`config.mk`:
```
export PLATFORM = sky130hd
export DESIGN_NAME = a2d_intf
export DESIGN_NICKNAME = d
export VERILOG_FILES = /design/src/rtl/a2d_intf.sv
export SDC_FILE = /design/constraint.sdc
export NUM_CORES = 1
export LEC_CHECK = 0
export BUFFER_PORTS_ARGS = -buffer_cell sky130_fd_sc_hd__buf_2
export CORE_MARGIN = 4
export CORE_UTILIZATION = 40
export CTS_CLUSTER_SIZE = 14
export DETAILED_ROUTE_END_ITERATION = 12
export PLACE_DENSITY = 0.62
export SLEW_MARGIN = 20
export SYNTH_ARGS = -nofsm -noshare
export SYNTH_HDL_FRONTEND = slang
export SYNTH_SLANG_ARGS = --single-unit
```
`constraint.sdc`:
```
create_clock -name clk -period 3.45 [get_ports clk]
set_input_delay 0.5175 -clock clk [delete_from_list [all_inputs] [get_ports clk]]
set_output_delay 0.5175 -clock clk [all_outputs]
set_load 0.005 [all_outputs]
```
`src/rtl/a2d_intf.sv`:
```
// ---------------------------------------------------------------------------
// a2d_intf
//   Periodic SPI master for an external A2D converter. Each conversion round
//   sends a channel command in one 16-bit transaction. After a 2-clk
//   deselect gap, a second 16-bit transaction reads back the result. The
//   low 12 bits are stored in the result register for that channel.
//   Channels are visited round-robin: 0 (batt) -> 1 (curr) -> 4 (torque).
//
// Parameters
//   PERIOD_W   : width of the free-running timer; a round starts every
//                2^PERIOD_W clk (when the FSM is idle).
//   SCLK_DIV_W : width of the SCLK divider; SCLK period = 2^SCLK_DIV_W clk.
//
// Ports
//   clk        : system clock, all logic on posedge
//   rst_n      : asynchronous active-low reset
//   SS_n       : SPI slave select, active-low
//   SCLK       : SPI clock, idles high
//   MOSI       : serial command, MSB first
//   MISO       : serial data from the A2D, MSB first
//   batt       : last channel-0 result
//   curr       : last channel-1 result
//   torque     : last channel-4 result
//   cnv_cmplt  : one-clk pulse coincident with a result register update
// ---------------------------------------------------------------------------
module a2d_intf #(
  parameter int PERIOD_W   = 14,
  parameter int SCLK_DIV_W = 5
) (
  input  logic        clk,
  input  logic        rst_n,
  output logic        SS_n,
  output logic        SCLK,
  output logic        MOSI,
  input  logic        MISO,
  output logic [11:0] batt,
  output logic [11:0] curr,
  output logic [11:0] torque,
  output logic        cnv_cmplt
);

  // Divider landmarks. The load value keeps SCLK high and places the first
  // falling edge a few clocks after SS_n drops. This gives the slave setup time.
  localparam logic [SCLK_DIV_W-1:0] DIV_LOAD   = {2'b10, {(SCLK_DIV_W-2){1'b1}}};
  localparam logic [SCLK_DIV_W-1:0] DIV_SAMPLE = {1'b0, {(SCLK_DIV_W-1){1'b1}}};
  localparam logic [SCLK_DIV_W-1:0] DIV_FALL   = {SCLK_DIV_W{1'b1}};

  typedef enum logic [2:0] {IDLE, CMD, GAP, READ, STORE} state_t;
  typedef enum logic [2:0] {CH_BATT = 3'd0, CH_CURR = 3'd1, CH_TORQ = 3'd4} ch_t;

  state_t                state, next_state;
  ch_t                   ch;
  logic [PERIOD_W-1:0]   timer;
  logic [SCLK_DIV_W-1:0] div;
  logic [4:0]            smpl_cnt;
  logic                  gap_cnt;
  logic [15:0]           tx;
  // Only the last 12 bits shifted in are ever stored, so older bits fall off.
  logic [11:0]           rx;

  logic        start_req;
  logic        xfer_active;
  logic        div_rise;
  logic        div_fall;
  logic        xfer_done;
  logic [15:0] cmd_word;

  function automatic ch_t next_ch(input ch_t c);
    case (c)
      CH_BATT: return CH_CURR;
      CH_CURR: return CH_TORQ;
      default: return CH_BATT;
    endcase
  endfunction

  assign start_req   = &timer;  // timer about to roll over to 0
  assign xfer_active = (state == CMD) || (state == READ);
  assign div_rise    = (div == DIV_SAMPLE);
  assign div_fall    = (div == DIV_FALL);
  assign xfer_done   = xfer_active && div_fall && (smpl_cnt == 5'd16);
  assign cmd_word    = {2'b00, ch, 11'h000};

  // SS_n and the divider MSB are both registers. At every SS_n edge the divider
  // MSB is 1 (load value or stopped at all-ones), so SCLK stays high throughout.
  assign SCLK = SS_n | div[SCLK_DIV_W-1];
  assign MOSI = tx[15];

  always_ff @(posedge clk or negedge rst_n) begin
    if (!rst_n) state <= IDLE;
    else        state <= next_state;
  end

  always_comb begin
    // NOTE: next_state gets a default before the case. Every path then
    // assigns it, and no latch is inferred.
    next_state = state;
    case (state)
      IDLE:    if (start_req) next_state = CMD;
      CMD:     if (xfer_done) next_state = GAP;
      GAP:     if (gap_cnt)   next_state = READ;
      READ:    if (xfer_done) next_state = STORE;
      STORE:   next_state = IDLE;
      default: next_state = IDLE;
    endcase
  end

  always_ff @(posedge clk or negedge rst_n) begin
    if (!rst_n) begin
      timer     <= '0;
      div       <= DIV_LOAD;
      smpl_cnt  <= '0;
      gap_cnt   <= 1'b0;
      tx        <= '0;
      rx        <= '0;
      SS_n      <= 1'b1;
      batt      <= '0;
      curr      <= '0;
      torque    <= '0;
      cnv_cmplt <= 1'b0;
      ch        <= CH_BATT;
    end else begin
      // NOTE: sequential state uses non-blocking assignments only, so every
      // register samples pre-edge values regardless of statement order.
      timer     <= timer + 1'b1;
      cnv_cmplt <= 1'b0;
      case (state)
        IDLE: begin
          if (start_req) begin
            SS_n     <= 1'b0;
            div      <= DIV_LOAD;
            smpl_cnt <= '0;
            tx       <= cmd_word;
          end
        end
        CMD, READ: begin
          if (xfer_done) begin
            // Divider is left at all-ones, so SCLK stays high while deselected.
            SS_n    <= 1'b1;
            gap_cnt <= 1'b0;
          end else begin
            div <= div + 1'b1;
            if (div_rise) begin
              rx       <= {rx[10:0], MISO};
              smpl_cnt <= smpl_cnt + 5'd1;
            end
            // The first falling edge precedes any sample. MSB stays on MOSI.
            if (div_fall && (smpl_cnt != 5'd0)) tx <= {tx[14:0], 1'b0};
          end
        end
        GAP: begin
          gap_cnt <= 1'b1;
          if (gap_cnt) begin
            SS_n     <= 1'b0;
            div      <= DIV_LOAD;
            smpl_cnt <= '0;
            tx       <= cmd_word;
          end
        end
        STORE: begin
          case (ch)
            CH_BATT: batt   <= rx;
            CH_CURR: curr   <= rx;
            default: torque <= rx;
          endcase
          cnv_cmplt <= 1'b1;
          ch        <= next_ch(ch);
        end
        default: ;
      endcase
    end
  end

endmodule

```
==> reports/qor.yml, run 1 <==
run_status:
  status: "complete, no violations"
logic_synthesis:
  syn_nets: 306
  synth_seq_cells: 85
  synth_area_sq_um: 3520
  ys_warn_count: 0
  syn_area_per_cell_sq_um: 11.9
  synth-edff-count: 0
  async_flop_share_pct: 100
  synth_cells: 297
  ys_types: 39
  ys.flop_type: "dfrtp_1"
  seq_area_frac_synth_pct: 60.5
clock_network:
  h-tree-depth: 3
  cts_resized: 0
  clock_path_buffers: 2
  cts_setup_buffers: 0
  cts_tree: "built"
  cts.sinks: 85
  cts-hold-fix-buffers: 0
  numCtsBuffers: 9
  cts-root-buf: "clkbuf_8"
  clk_pin_slew_ns: 0.09
  worstSkewPairLatency_ns: 0.36
route:
  drtPass1Iterations: 4
  dr_wl_met3_um: 254
  top_layer_used: "met4"
  drt-initial-drc-count: 85
  wl_met2_mm: 2.99
  drt_wl_total_mm: 6.69
  ant_nets: 0
  via_per_inst: 5.08
  drc: 0
  m1WireLength_mm: 3.32
  vias: 2297
  routedWlPerCell_um: 14.8
sta:
  fin_crit_sh_pct: 71.0
  relSlewSlack_pct: 50.3
  skew_ns: 0.0108
  maxSlewViolCount: 0
  hold_slack_ns: 0.185
  rsz0062_at_grt: "no"
  period_needed_ns: 2.45
  setup_violations: 0
  hold_viol: 0
  tns_ns: 0
  worst_pin_slew_ns: 0.745
  max_clock_freq_mhz: 408
setup_path:
  cp_max_fo: 11
  worstReg2RegStart: "timer[0]"
  rr_worst_depth: 6
  path_buf_inv: 0
  crit_path_top_delay_cell: "or4_1"
  cp-start-kind: "flip-flop"
  r2r-end: "tx[13]"
  ff2ff_setup_slack_ns: 1.00
  crit_family: "compound AO/OA/AOI/OAI gates"
  cp.arrival_ns: 2.69
  slowest_delay_ns: 0.54
  cp-end-kind: "flip-flop"
  crit_required_ns: 3.69
  path_cells: "ha_1 -> nand3_2 -> or4_1 -> a211o_1 -> a21o_4 -> mux2_4"
  crit_type: "reg -> reg"
power:
  power_density_nw_per_um2: 418
  power_mw: 1.69
  leakage_nw: 2.15
  ir_worst_vdd_mv: 0.165
final_layout:
  final_cell_area_sq_um: 4030
  area_growth_pct: 14.4
  fillCellCount: 772
  diodes: 0
  final_cells: 452
  fin_nets: 351
  final-seq-area_sq_um: 2130
  multi_input_area_sq_um: 1320
  drive_gt1_share_pct: 30.3
floorplanning:
  core-area_sq_um: 8380
  die_h_um: 102
  fp.dieArea_sq_um: 10400
  num_rows: 33
  start_util_pct: 42.1
  ios: 43
  die_x_um: 102
global_route:
  grt_max_degree: 86
  grt_first_pass_wirelength_mm: 11.3
  grt_pass1_vias: 2239
  overflow: 0
  antenna_found_initial: 0
  globalRouteTotalUtil_pct: 14.1
place:
  gp_congestion: 0.801
  port_buffers: 42
  post_dp_cell_area_sq_um: 3840
  placed_cells: 436
  hpwlAfterDp_mm: 4.50
hold_path:
  hp-class: "in -> async"
job:
  drv_cap: 0
[layout by cell type, fill, tap and decap left out, types with 2 or more instances in the layout]
| master | instances |
|---|---|
| dfrtp_1 | 80 |
| a21oi_1 | 8 |
| dfstp_2 | 5 |
| nor2_1 | 9 |
| inv_6 | 2 |
| clkinvlp_4 | 2 |
| nand3_1 | 14 |
| nand2b_1 | 3 |
| nand4_1 | 2 |
| a211o_1 | 2 |
| xnor2_1 | 6 |
| nor3b_1 | 2 |
| mux2_2 | 36 |
| ha_1 | 6 |
| buf_2 | 41 |
| xor2_1 | 7 |
| inv_1 | 9 |
| o2bb2ai_1 | 2 |
| and4_1 | 2 |
| o211ai_1 | 2 |
| clkbuf_8 | 10 |
| nand2_1 | 58 |
| o21ai_0 | 9 |
| a22o_1 | 3 |
| and3_1 | 7 |
[how the worst max path moves through the flow]
stage | from | end | depth (start not counted)
5_1_grt | state[0] | smpl_cnt[2] | 4
3_5_place_dp | timer[0] | tx[13] | 6
6_report | timer[0] | tx[13] | 6
3_3_place_gp | timer[0] | tx[13] | 6
2_1_floorplan | timer[0] | tx[13] | 7
4_1_cts | timer[0] | tx[13] | 6
[layer usage]
layer | global-route usage (%) | vias to the layer above
li1 | - | 1109
met1 | 20.9 | 1141
met2 | 19.8 | 37
met3 | 3.21 | 10
met4 | 6.05 | 0
met5 | 0 | -
[state kept, by name, summed over array words and instances, names as in the netlist]
| name | flops |
|---|---|
| div | 5 |
| state | 3 |
| gap_cnt | 1 |
| torque | 12 |
| smpl_cnt | 5 |
| curr | 12 |
| batt | 12 |
| tx | 5 |
| rx | 12 |
| timer | 14 |
| cnv_cmplt | 1 |
| ch | 2 |
| SS_n | 1 |
[Yosys cell counts (2+ instances only)]
cell / n / area (sq um)
nand3_1: 14 / 70.1
ha_1: 6 / 75.1
and4_1: 2 / 17.5
and3_1: 7 / 43.8
nor3b_1: 2 / 15.0
a21oi_1: 8 / 40.0
xor2_1: 7 / 61.3
xnor2_1: 6 / 52.6
dfrtp_1: 80 / 2000
a22o_1: 3 / 26.3
o211ai_1: 2 / 15.0
mux2_2: 36 / 405
dfstp_2: 5 / 131
o2bb2ai_1: 2 / 17.5
nor2_1: 9 / 33.8
o21ai_0: 9 / 45.0
clkbuf_1: 6 / 22.5
nand2_1: 58 / 218
nor3_1: 2 / 10.0
buf_1: 2 / 7.51
nand4_1: 2 / 12.5
inv_1: 9 / 33.8
a211o_1: 2 / 17.5
nand2b_1: 3 / 18.8
[worst register-to-register path: cells and delay by family (launching register included)]
family	cells	cell delay, ns
flops	1	0.40
mux	1	0.30
fa+ha+maj	1	0.22
compound gates	2	0.75
simple gates	2	0.66
[kinds of logic (layout without fill, tap and decap cells)]
logic type                 after synthesis  count (layout)  share of synthesized area [%]
xor gates and xnor gates                13              13                           3.23
muxes                                   37              37                           11.9
adders and majority gates                6               6                           2.13
AOI/OAI and AO/OA                       34              34                           6.57
and+or+nand+nor                        104             104                           13.5
DFF                                     85              85                           60.5
buffers and inverters                   18              68                           2.13
[final cells by class]
class | instances | area share (%)
clock inverter | 6 | 1.30
timing repair buffer | 43 | 5.55
inverter | 9 | 0.837
sequential | 85 | 52.9
tap | 105 | 3.26
multi-input combinational | 194 | 32.8
clock buffer | 10 | 3.41
[stage by stage]
step                      utilization, %  setup slack, ns
final                               48.1             1.00
after global routing                48.1            0.910
after CTS                           48.1             1.01
after detailed placement            45.8             1.04
after global placement              45.8             1.11
after floorplan                        -             1.24
[where the power goes]
group          leakage (nW)  switching (mW)  internal [mW]
logic                 0.912          0.0181        0.00153
registers              1.15               0          0.996
clock network        0.0914           0.380          0.292
No activity file was read; power rests on OpenSTA's default activity.
==> inputs of run 2 (changes only) <==
--- a/config.mk
+++ b/config.mk
@@ -10,7 +10,7 @@
 export CORE_UTILIZATION = 40
 export CTS_CLUSTER_SIZE = 14
 export DETAILED_ROUTE_END_ITERATION = 12
-export PLACE_DENSITY = 0.62
+export PLACE_DENSITY = 0.65
 export SLEW_MARGIN = 20
 export SYNTH_ARGS = -nofsm -noshare
 export SYNTH_HDL_FRONTEND = slang
==> constraint.sdc (replaced) <==
create_clock -name clk -period 1.97 [get_ports clk]
set_input_delay 0.2955 -clock clk [delete_from_list [all_inputs] [get_ports clk]]
set_output_delay 0.2955 -clock clk [all_outputs]
set_load 0.005 [all_outputs]
==> run 2 against run 1 <==
The flow now finishes with violations (setup timing); die area is the same; worst hold slack lost 0.028 ns; via count grew 6.8%; critical path depth is the same; routed wire length grew 3.2%; fmax grew 24%; first-iteration DRC count grew 31%; critical path type unchanged.
==> reports/qor.yml, run 2 (synthesis gave the netlist of run 1 again) <==
hold_path:
  hp-start: "MISO"
  hp-class: "in -> reg"
  min_to: "rx[0]"
  min_path_cells: 3
floorplanning:
  core-area_sq_um: 8380
  ios: 43
  fp.dieArea_sq_um: 10400
  die_x_um: 102
  num_rows: 33
  die_h_um: 102
  start_util_pct: 42.1
setup_path:
  crit_path_top_delay_cell: "or4_1"
  critPathLaunch: "timer[1]"
  rr_worst_depth: 6
  crit_type: "reg -> reg"
  cp.arrival_ns: 2.23
  path_buf_inv: 0
  path_cells: "ha_2 -> nand3_2 -> or4_1 -> a211o_1 -> a21o_4 -> mux2_4"
  slowest_delay_ns: 0.41
  ff2ff_setup_slack_ns: -0.01
  crit_family: "compound AO/OA/AOI/OAI gates"
  cp-start-kind: "flip-flop"
  crit_required_ns: 2.22
  cp-end-kind: "flip-flop"
  cp_max_fo: 4
  r2r-end: "tx[13]"
  worstReg2RegStart: "timer[1]"
power:
  leakage_nw: 2.29
  power_mw: 2.97
  p_int_mw: 2.27
  switching_share_pct: 23.7
  power.switching_mw: 0.703
  seqPwrFrac_pct: 58.7
  pwr-share-clk_pct: 39.9
  combinationalPowerShare_pct: 1.5
  power_density_nw_per_um2: 688
  ir_worst_vdd_mv: 0.308
sta:
  setup_violations: 1
  max_clock_freq_mhz: 504
  worst_pin_slew_ns: 0.295
  rsz0062_at_grt: "yes"
  skew_ns: 0.0123
  worst_slack_ns: -0.0127
  relSlewSlack_pct: 80.4
  fin_crit_sh_pct: 101
  maxSlewViolCount: 0
  period_needed_ns: 1.98
  hold_viol: 0
clock_network:
  clk_pin_slew_ns: 0.09
  cts.sinks: 85
  cts_tree: "built"
  cts_setup_buffers: 0
  h-tree-depth: 3
  clock_path_buffers: 2
  cts-root-buf: "clkbuf_8"
  worstSkewPairLatency_ns: 0.36
  numCtsBuffers: 9
global_route:
  antenna_found_initial: 0
  grt_max_degree: 47
  grt_first_pass_wirelength_mm: 11.6
  globalRouteTotalUtil_pct: 14.6
  overflow: 0
  grt_pass1_vias: 2423
final_layout:
  largest_reg_flops: 14
  fin_nets: 380
  area_growth_pct: 22.6
  fillCellCount: 759
  final_cell_mix: "80 x dfrtp_1, 58 x nand2_1, 41 x buf_2, 36 x mux2_2, 27 x buf_4"
  final_common_cell: "dfrtp_1"
  drive_gt1_share_pct: 37.8
  diodes: 0
  final_cells: 481
  final_cell_area_sq_um: 4320
  regMostFlops: "timer"
place:
  placed_cells: 464
  post_dp_cell_area_sq_um: 4080
  gp_congestion: 0.826
  hpwlAfterDp_mm: 4.90
  port_buffers: 42
route:
  drt_wl_total_mm: 6.91
  drtPass1Iterations: 4
  vias: 2454
  ant_nets: 0
  routedWlPerCell_um: 14.4
  drc: 0
  drt-initial-drc-count: 111
  via_per_inst: 5.10
run_status:
  violations: "setup timing"
  status: "complete, but fails checks"
job:
  drv_cap: 0
## run 2: changes by cell type in the layout (fill, tap and decap cells not counted), moves of 2 or more
cell    previous run  this run
and3_4             0         3
and3_1             7         4
buf_4              1        27
buf_12             0         2
ha_1               6         3
ha_2               0         3
## run 2: power by group through the flow
stage	Clock (mW)	Sequential [mW]	Combinational, mW
after floorplan	0	1.78	0.0000232
after global placement	0	1.78	0.0448
after detailed placement	0	1.78	0.0456
after CTS	1.22	1.74	0.0469
after global routing	1.30	1.74	0.0521
final	1.18	1.74	0.0431
## run 2: worst register-to-register path, stage by stage (launching register included)
cell	delay [ns]
dfrtp_1	0.36
ha_2	0.19
nand3_2	0.08
or4_1	0.41
a211o_1	0.33
a21o_4	0.22
mux2_4	0.29
## run 2: final cells by class
| class | instances | area, sq um | share of cell area (%) |
|---|---|---|---|
| Multi-Input combinational cell | 194 | 1360 | 31.5 |
| Clock buffer | 10 | 138 | 3.19 |
| Sequential cell | 85 | 2130 | 49.4 |
| Clock inverter | 6 | 55.1 | 1.27 |
| Timing Repair Buffer | 72 | 469 | 10.9 |
| Inverter | 9 | 33.8 | 0.782 |
| Tap cell | 105 | 131 | 3.04 |
## run 2: worst max-delay path by stage
stage,depth (start not counted),end,slack [ns]
2_1_floorplan,7,tx[13],-0.08
3_3_place_gp,6,tx[13],0.04
3_5_place_dp,6,tx[13],0.003
4_1_cts,6,tx[13],-0.02
5_1_grt,6,tx[13],-0.09
6_report,6,tx[13],-0.01
## run 2: layer usage
layer	global-route usage (%)	wire length, um
met2	23.2	3330
met4	7.27	154
met3	3.14	292
met1	18.9	3130
met5	0	0
## run 2: what timing repair did
action | CTS | global route
hold endpoints to repair | 14 | 0
hold buffers | 1 | 0
gates resized for setup | 0 | 9
pin swaps | 0 | 1
setup endpoints to repair | 2 | 24
## run 2: per-stage QoR
stage | worst slack (ns) | TNS (ns) | hold WS (ns) | utilization, %
after floorplan | -0.0818 | -0.0818 | -0.0000911 | -
after global placement | 0.0359 | 0 | 0.209 | 48.7
after detailed placement | 0.00332 | 0 | 0.215 | 48.7
after CTS | -0.0203 | -0.0337 | 0.140 | 51.1
after global routing | -0.0854 | -0.335 | 0.180 | 51.5
final | -0.0127 | -0.0127 | 0.157 | 51.5
